==> config.mk <==
export PLATFORM = sky130hd
export DESIGN_NAME = conv_req_scheduler
export DESIGN_NICKNAME = d
export VERILOG_FILES = /design/src/rtl/conv_req_scheduler.sv
export SDC_FILE = /design/constraint.sdc
export NUM_CORES = 1
export LEC_CHECK = 0
export CORE_MARGIN = 1.5
export CORE_UTILIZATION = 30
export CTS_CLUSTER_DIAMETER = 120
export DETAILED_ROUTE_END_ITERATION = 8
export PLACE_DENSITY = 0.57
export SETUP_SLACK_MARGIN = 0.02
export SLEW_MARGIN = 30
export SYNTH_ARGS = -nofsm -noshare
export SYNTH_HDL_FRONTEND = slang
export SYNTH_SLANG_ARGS = --single-unit
==> constraint.sdc <==
create_clock -name clk -period 4 [get_ports clk]
set_clock_uncertainty 0.05 [all_clocks]
set_input_delay 1.2 -clock clk [delete_from_list [all_inputs] [get_ports clk]]
set_output_delay 1.2 -clock clk [all_outputs]
set_load 0.03 [all_outputs]
==> src/rtl/conv_req_scheduler.sv <==
// Two-requester front end for a shared 32-tap convolution engine: round-robin
// grant, per-requester weight banks with lazy reload, credit-protected result FIFO.
module conv_req_scheduler #(
    parameter int RES_DEPTH = 8
) (
    input  logic         clk,
    input  logic         rst_n,
    input  logic         cfg_valid,
    input  logic         cfg_bank,
    input  logic [127:0] cfg_weight,
    input  logic         a_valid,
    input  logic [127:0] a_ifm,
    output logic         a_ready,
    input  logic         b_valid,
    input  logic [127:0] b_ifm,
    output logic         b_ready,
    output logic         eng_in_valid,
    output logic         eng_weight_valid,
    output logic [127:0] eng_ifm,
    output logic [127:0] eng_weight,
    input  logic         eng_out_valid,
    input  logic [12:0]  eng_ofm,
    output logic         res_valid,
    input  logic         res_ready,
    output logic [12:0]  res_data,
    output logic         res_tag
);

    localparam int CW  = $clog2(RES_DEPTH + 1);
    localparam int CSW = CW + 1;
    localparam int PW  = (RES_DEPTH > 1) ? $clog2(RES_DEPTH) : 1;

    // Handshakes: a transfer happens exactly in a cycle where valid && ready are
    // both high at the rising edge; ready never depends on the same port's valid.
    logic [CW-1:0]  in_flight;
    logic [CW-1:0]  fifo_count;
    logic [CSW-1:0] credit_sum;
    logic           credit_ok;
    logic           prio;
    logic           a_acc;
    logic           b_acc;
    logic           acc;
    logic           acc_bank;
    logic [127:0]   bank [2];
    logic [1:0]     dirty;
    logic           loaded_valid;
    logic           loaded_bank;
    logic           reload;
    logic           tag_q [RES_DEPTH];
    logic [PW-1:0]  tq_wr;
    logic [PW-1:0]  tq_rd;
    logic           tag_head;
    logic [13:0]    fifo_mem [RES_DEPTH];
    logic [PW-1:0]  f_wr;
    logic [PW-1:0]  f_rd;
    logic           push;
    logic           pop;

    function automatic logic [PW-1:0] ptr_inc(input logic [PW-1:0] p);
        return (p == PW'(RES_DEPTH - 1)) ? '0 : p + 1'b1;
    endfunction

    assign credit_sum = {1'b0, in_flight} + {1'b0, fifo_count};
    assign credit_ok  = credit_sum < CSW'(RES_DEPTH);

    // prio: 0 = A has priority on contention, 1 = B
    assign a_ready  = rst_n && credit_ok && (!b_valid || !prio);
    assign b_ready  = rst_n && credit_ok && (!a_valid || prio);
    assign a_acc    = a_valid && a_ready;
    assign b_acc    = b_valid && b_ready;
    assign acc      = a_acc || b_acc;
    assign acc_bank = b_acc;

    assign reload = acc && (!loaded_valid || (loaded_bank != acc_bank) || dirty[acc_bank]);

    assign push     = eng_out_valid;
    assign pop      = res_valid && res_ready;
    assign tag_head = tag_q[tq_rd];

    assign res_valid           = (fifo_count != '0);
    assign {res_tag, res_data} = fifo_mem[f_rd];

    always_ff @(posedge clk or negedge rst_n) begin
        if (!rst_n) begin
            prio <= 1'b0;
        end else if (a_acc) begin
            prio <= 1'b1;
        end else if (b_acc) begin
            prio <= 1'b0;
        end
    end

    // Bank writes set dirty; a reload clears it unless a write lands the same cycle.
    always_ff @(posedge clk or negedge rst_n) begin
        if (!rst_n) begin
            bank[0] <= '0;
            bank[1] <= '0;
            dirty   <= '0;
        end else begin
            if (cfg_valid) begin
                bank[cfg_bank] <= cfg_weight;
            end
            for (int k = 0; k < 2; k++) begin
                if (cfg_valid && (cfg_bank == k[0])) begin
                    dirty[k] <= 1'b1;
                end else if (reload && (acc_bank == k[0])) begin
                    dirty[k] <= 1'b0;
                end
            end
        end
    end

    always_ff @(posedge clk or negedge rst_n) begin
        if (!rst_n) begin
            eng_in_valid     <= 1'b0;
            eng_weight_valid <= 1'b0;
            eng_ifm          <= '0;
            eng_weight       <= '0;
            loaded_valid     <= 1'b0;
            loaded_bank      <= 1'b0;
        end else begin
            eng_in_valid     <= acc;
            eng_weight_valid <= reload;
            if (acc) begin
                eng_ifm <= acc_bank ? b_ifm : a_ifm;
            end
            if (reload) begin
                eng_weight   <= bank[acc_bank];
                loaded_valid <= 1'b1;
                loaded_bank  <= acc_bank;
            end
        end
    end

    // Owner tags of issued vectors, consumed in order as engine results return.
    always_ff @(posedge clk or negedge rst_n) begin
        if (!rst_n) begin
            tq_wr <= '0;
            tq_rd <= '0;
            for (int i = 0; i < RES_DEPTH; i++) begin
                tag_q[i] <= 1'b0;
            end
        end else begin
            if (acc) begin
                tag_q[tq_wr] <= acc_bank;
                tq_wr        <= ptr_inc(tq_wr);
            end
            if (eng_out_valid) begin
                tq_rd <= ptr_inc(tq_rd);
            end
        end
    end

    always_ff @(posedge clk or negedge rst_n) begin
        if (!rst_n) begin
            f_wr <= '0;
            f_rd <= '0;
            for (int i = 0; i < RES_DEPTH; i++) begin
                fifo_mem[i] <= '0;
            end
        end else begin
            if (push) begin
                fifo_mem[f_wr] <= {tag_head, eng_ofm};
                f_wr           <= ptr_inc(f_wr);
            end
            if (pop) begin
                f_rd <= ptr_inc(f_rd);
            end
        end
    end

    // Credits only return on registered counts, so a same-cycle pop frees nothing yet.
    always_ff @(posedge clk or negedge rst_n) begin
        if (!rst_n) begin
            in_flight  <= '0;
            fifo_count <= '0;
        end else begin
            case ({acc, push})
                2'b10:   in_flight <= in_flight + 1'b1;
                2'b01:   in_flight <= in_flight - 1'b1;
                default: in_flight <= in_flight;
            endcase
            case ({push, pop})
                2'b10:   fifo_count <= fifo_count + 1'b1;
                2'b01:   fifo_count <= fifo_count - 1'b1;
                default: fifo_count <= fifo_count;
            endcase
        end
    end

    assert property (@(posedge clk) disable iff (!rst_n) !(eng_out_valid && (in_flight == '0)));
    assert property (@(posedge clk) disable iff (!rst_n) !(push && (fifo_count == CW'(RES_DEPTH))));

endmodule

# Yosys cells after proc, flatten, opt, wreduce, memory -nomap -nowiden
# Cells that the tools add are included.
# op_classes
reduce_logical	29
n_addsub	9
n_eq_ne	9
bitwise	8
n_mux	33
magnitude_cmp	11
# ops
cell	count
128-bit two-way mux	5
256-bit bitwise mux	1
128-bit demux with 1-bit select	1
112-bit bitwise mux	1
14-bit binary-select mux with 3-bit select	1
14-bit demux with 3-bit select	1
14-bit two-way mux	3
4-bit >= comparator (second input constant)	4
3-bit inverter with 4-bit output	4
4-bit case mux with 2 select lines	2
1-bit logical AND	14
3-bit by 1-bit adder with 3-bit output (second input constant)	4
3-bit equality test (second input constant)	4
3-bit two-way mux	4
1-bit two-way mux	11
2-bit nonzero test	5
4-bit by 1-bit adder with 4-bit output (second input constant)	2
8-bit bitwise mux	1
4-bit by 1-bit less-than comparator with 1-bit output (second input constant)	2
4-bit by 1-bit subtractor with 4-bit output (second input constant)	2
4-bit by 4-bit adder with 5-bit output	1
1-bit logical OR	5
5-bit by 4-bit less-than comparator with 1-bit output (second input constant)	1
2-bit by 1-bit equality test with 1-bit output (second input constant)	2
other kinds (11)	18
# totals
wordCells	132
ff_bits	659
input_bits	405

# Longest topological paths before layout
# logic_depth
depth_word	12
mapped_depth	12
mapped_depth_nobuf	11

# Worst setup path after synthesis
# No wires, ideal clock.
# synth_path
path_type	input port to output port
start	in rst_n
end	out a_ready
slack_ps	716
stages	3
required_ps	2750
t_arrival_ps	2034
cell_sequence	nor4b_2 o21ai_0 a21oi_1
# synth_between
elab_chain_len	2
# synth_rtl
item	line	source
from (decl)	7	input logic rst_n,
1-bit logical AND (2 in series)	67	assign a_ready = rst_n && credit_ok && (!b_valid || !prio);
to (decl)	13	output logic a_ready,
# No other way between the ends.

# Worst setup path after layout
# layout_path
start	reg f_rd[0]
end	out res_data[6]
# layout_between
elab_chain_len	4
# layout_rtl
item	line	source
from (decl)	55	logic [PW-1:0] f_rd;
from (signal assigned)	167	f_rd <= ptr_inc(f_rd);
3-bit inverter with 4-bit output (not written as such)	81	assign {res_tag, res_data} = fifo_mem[f_rd];
14-bit binary-select mux with 3-bit select	81	
14-bit two-way mux (not written as such) (2 in series)	81	
to (decl)	25	output logic [12:0] res_data,
# No other way between the ends. The select of a mux whose other input is x is not followed.

==> reports/summary.txt <==
die area - 0.0959 mm²
Die W - 310 µm
final worst setup slack - 285 ps
Port Buf Inserts - 679
RSZ-0062 raised after global routing - false
antenna violations before repair - 25
Iter 0 DRT Violations - 845
final setup TNS - 0 ps
Synth Instances - 2113
Final ANT Viol Nets - 0
layout filler cell count - 8626
met3 WL - 7870 µm
setup violators final - 0
row cnt - 112
crit path cell chain - buf_4 -> mux4_2 -> mux2_2 -> dlygate4sd2_1
Final Hold Violating Endpoints - 0
met2 wire length - 43200 µm
DRT Pass-1 Iters - 5
CP max stage cell - mux4_2
Register-to-Register Path Depth - 9
Clock Latency Late Sink - 630 ps
reg-to-reg slack, setup - 940 ps
Synth top area share - 0.584
Root Buffer - clkbuf_16
Syn Area/Cell - 13.4 µm²
Yosys reg bits - 659
number of hold buffers added after cts - 0
share of layout cells above drive strength 1 - 0.270
largest family of logic cells by synthesized area - multiplexers
simple-gate share of the synthesized area - 0.0632
Hold Path Class - flip-flop to flip-flop
worst r2r src - fifo_count[3]
top_reg_cell synth - dfrtp_1
Worst setup EP type - output port
CTS HTree Levels - 3
Post-Synth XOR/XNOR Area - 0.00248
mux cell area share after synthesis - 0.282
core area - 0.0932 mm²
post-synthesis sequential area ratio - 0.584
CTS Buffer Depth - 3
compound-cell area share of the yosys netlist - 0.0345
first-pass GRT wire length - 130000 µm
CTS tree - built
vias per cell - 4.71
Fmax achieved - 269 MHz
slew margin rel. - 0.373
DRC violations left - 0
Synth Cell Area - 0.0282 mm²
grt total ovfl - 0
Worst setup SP type - flip-flop
Min-Delay Endpoint - fifo_mem[106]
Critical R2R Capture - eng_ifm[74]
Sink Count - 659
Post-Route WL - 89000 µm
Util after Layout - 0.423
largest area contributor in the netlist - dfrtp_1
Data required, critical path - 2750 ps
Critical Path Start - f_rd[0]
Worst Path Class, Setup - flip-flop to output port
YS warnings - 0
Mapped Nets - 2537
area grow syn2layout - 39.7%
Starting Density - 0.303
Final Cycle Share - 0.929
vias in the first global route - 20857
NumNets Final - 3222
Pwr Density - 795 mW/mm²
clock-pin slew on the worst setup and hold paths - 50 ps
DP Cell Count - 3971
Wirelength per Cell - 21.5 µm
via count - 19429
worst slew pin tran - 941 ps
hold depth - 1
Place WS - 312 ps
fin cells - 4129
Final Max Tran Viols - 0
EDFF count, synth - 0
I/O pin cnt - 680
status - finished clean
TritonCTS Buffers - 77
highest metal used - met5
PnR Total Power - 31.3 mW
maximum VDD drop - 0.472 mV
HP Start - fifo_mem[106]
Tmin final - 3710 ps
leak pwr - 16.3 nW
Synth async-reset ratio - 1.00
Post-Synth Adder-Cell Area - 0.00896
GP Congestion - 0.864
wire length on met1 - 34200 µm
crit path max fanout - 10
post-DP HPWL - 63900 µm
All-Layer GR Usage - 0.180
Max stage delay on crit path - 550 ps
Synth cell types - 40
number of max-cap violations - 0
die height - 310 µm
Critical Path AT - 2460 ps
largest net degree at the start of global routing - 181
main area contributors after synthesis - dfrtp_1 58%, mux2_2 22%, mux2_1 3.8%
==> repair_timing <==
action	4_1_cts	5_1_grt
setup buffers	0	0
setup endpoints to repair	14	0
gates resized for setup	15	0
==> metal layers <==
layer  vias to the layer above  global-route usage
li1                       8835                   -
met1                      9793               0.206
met2                       605               0.296
met3                       174              0.0662
met4                        22              0.0910
met5                         -                   0
==> state kept, by name, summed over array words and instances, names as in the netlist, 2 cells and up <==
name / count
tag_q: 8
tq_rd: 3
eng_weight: 128
fifo_mem: 112
tq_wr: 3
fifo_count: 4
in_flight: 4
f_rd: 3
eng_ifm: 128
dirty: 2
f_wr: 3
bank: 256
==> synthesized netlist by cell type, types with 11 or more instances <==
cell / instances
a31oi_1: 130
mux2_2: 550
mux4_2: 30
ha_1: 17
buf_1: 23
nand2_1: 276
buf_4: 12
clkbuf_1: 76
inv_1: 11
dfrtp_1: 659
mux2_1: 94
buf_2: 17
nor2_1: 138
==> layout by cell type, fill, tap and decap left out, drive strengths merged, types with 3 or more instances in the layout <==
master           n
clkdlybuf4s50  662
diode           16
a31oi          130
mux2           644
buf             67
nor3             6
nand2          276
nand4            3
xor2             4
bufinv           7
clkbuf         115
clkinv          15
ha              17
nand2b           5
xnor2            4
nor2           138
mux2i            3
dlygate4sd2     14
dfrtp          659
a21o             5
inv             14
mux4            30
a21oi            9
nand4b           4
o21ai           11
==> metrics by stage <==
stage	hold slack [ps]	area [µm²]
2_1_floorplan	395	28200
3_3_place_gp	407	36800
3_5_place_dp	422	36800
4_1_cts	436	39300
5_1_grt	451	39400
6_report	432	39400
==> worst max-delay path by stage <==
| stage | slack (ps) | cells past startpoint | end |
|---|---|---|---|
| 3_5_place_dp | 310 | 8 | eng_weight[93] |
| 3_3_place_gp | 330 | 8 | eng_weight[95] |
| 5_1_grt | 180 | 4 | res_data[9] |
| 4_1_cts | 200 | 4 | res_data[4] |
| 6_report | 290 | 4 | res_data[6] |
| 2_1_floorplan | 720 | 3 | a_ready |
==> area by class of cell <==
cell class | instances | area, µm² | area share
diodes | 16 | 40.0 | 0.00102
clock buffers | 115 | 2190 | 0.0556
clock inverters | 25 | 372 | 0.00943
inverters | 11 | 48.8 | 0.00124
multi-input cells | 1306 | 11100 | 0.281
flip-flops and latches | 659 | 16500 | 0.418
well taps | 1254 | 1570 | 0.0398
repair buffers | 743 | 7620 | 0.193
==> power by group <==
| group | switching, mW | internal (mW) | total, mW | leakage (nW) |
|---|---|---|---|---|
| clock network | 2.87 | 4.27 | 7.14 | 1.26 |
| registers | 1.54 | 9.13 | 10.7 | 7.73 |
| logic | 7.27 | 6.25 | 13.5 | 7.34 |
| total | 11.7 | 19.6 | 31.3 | 16.3 |
==> worst max-delay path: cells and delay by family, from the launching register on <==
| family | cells | cell delay [ps] |
|---|---|---|
| mux | 2 | 820 |
| buf+inv | 2 | 620 |
| flops | 1 | 390 |
==> cells by family (layout without fill, tap and decap cells) <==
| group | Yosys count | in the layout |
|---|---|---|
| AOI/OAI and AO/OA | 157 | 157 |
| xor gates and xnor gates | 8 | 8 |
| adders and majority gates | 19 | 19 |
| buffers and inverters | 148 | 894 |
| DFF | 659 | 659 |
| muxes | 677 | 677 |
| other | 0 | 16 |
| and+or+nand+nor | 445 | 445 |
(Power assumes the default switching activity.)
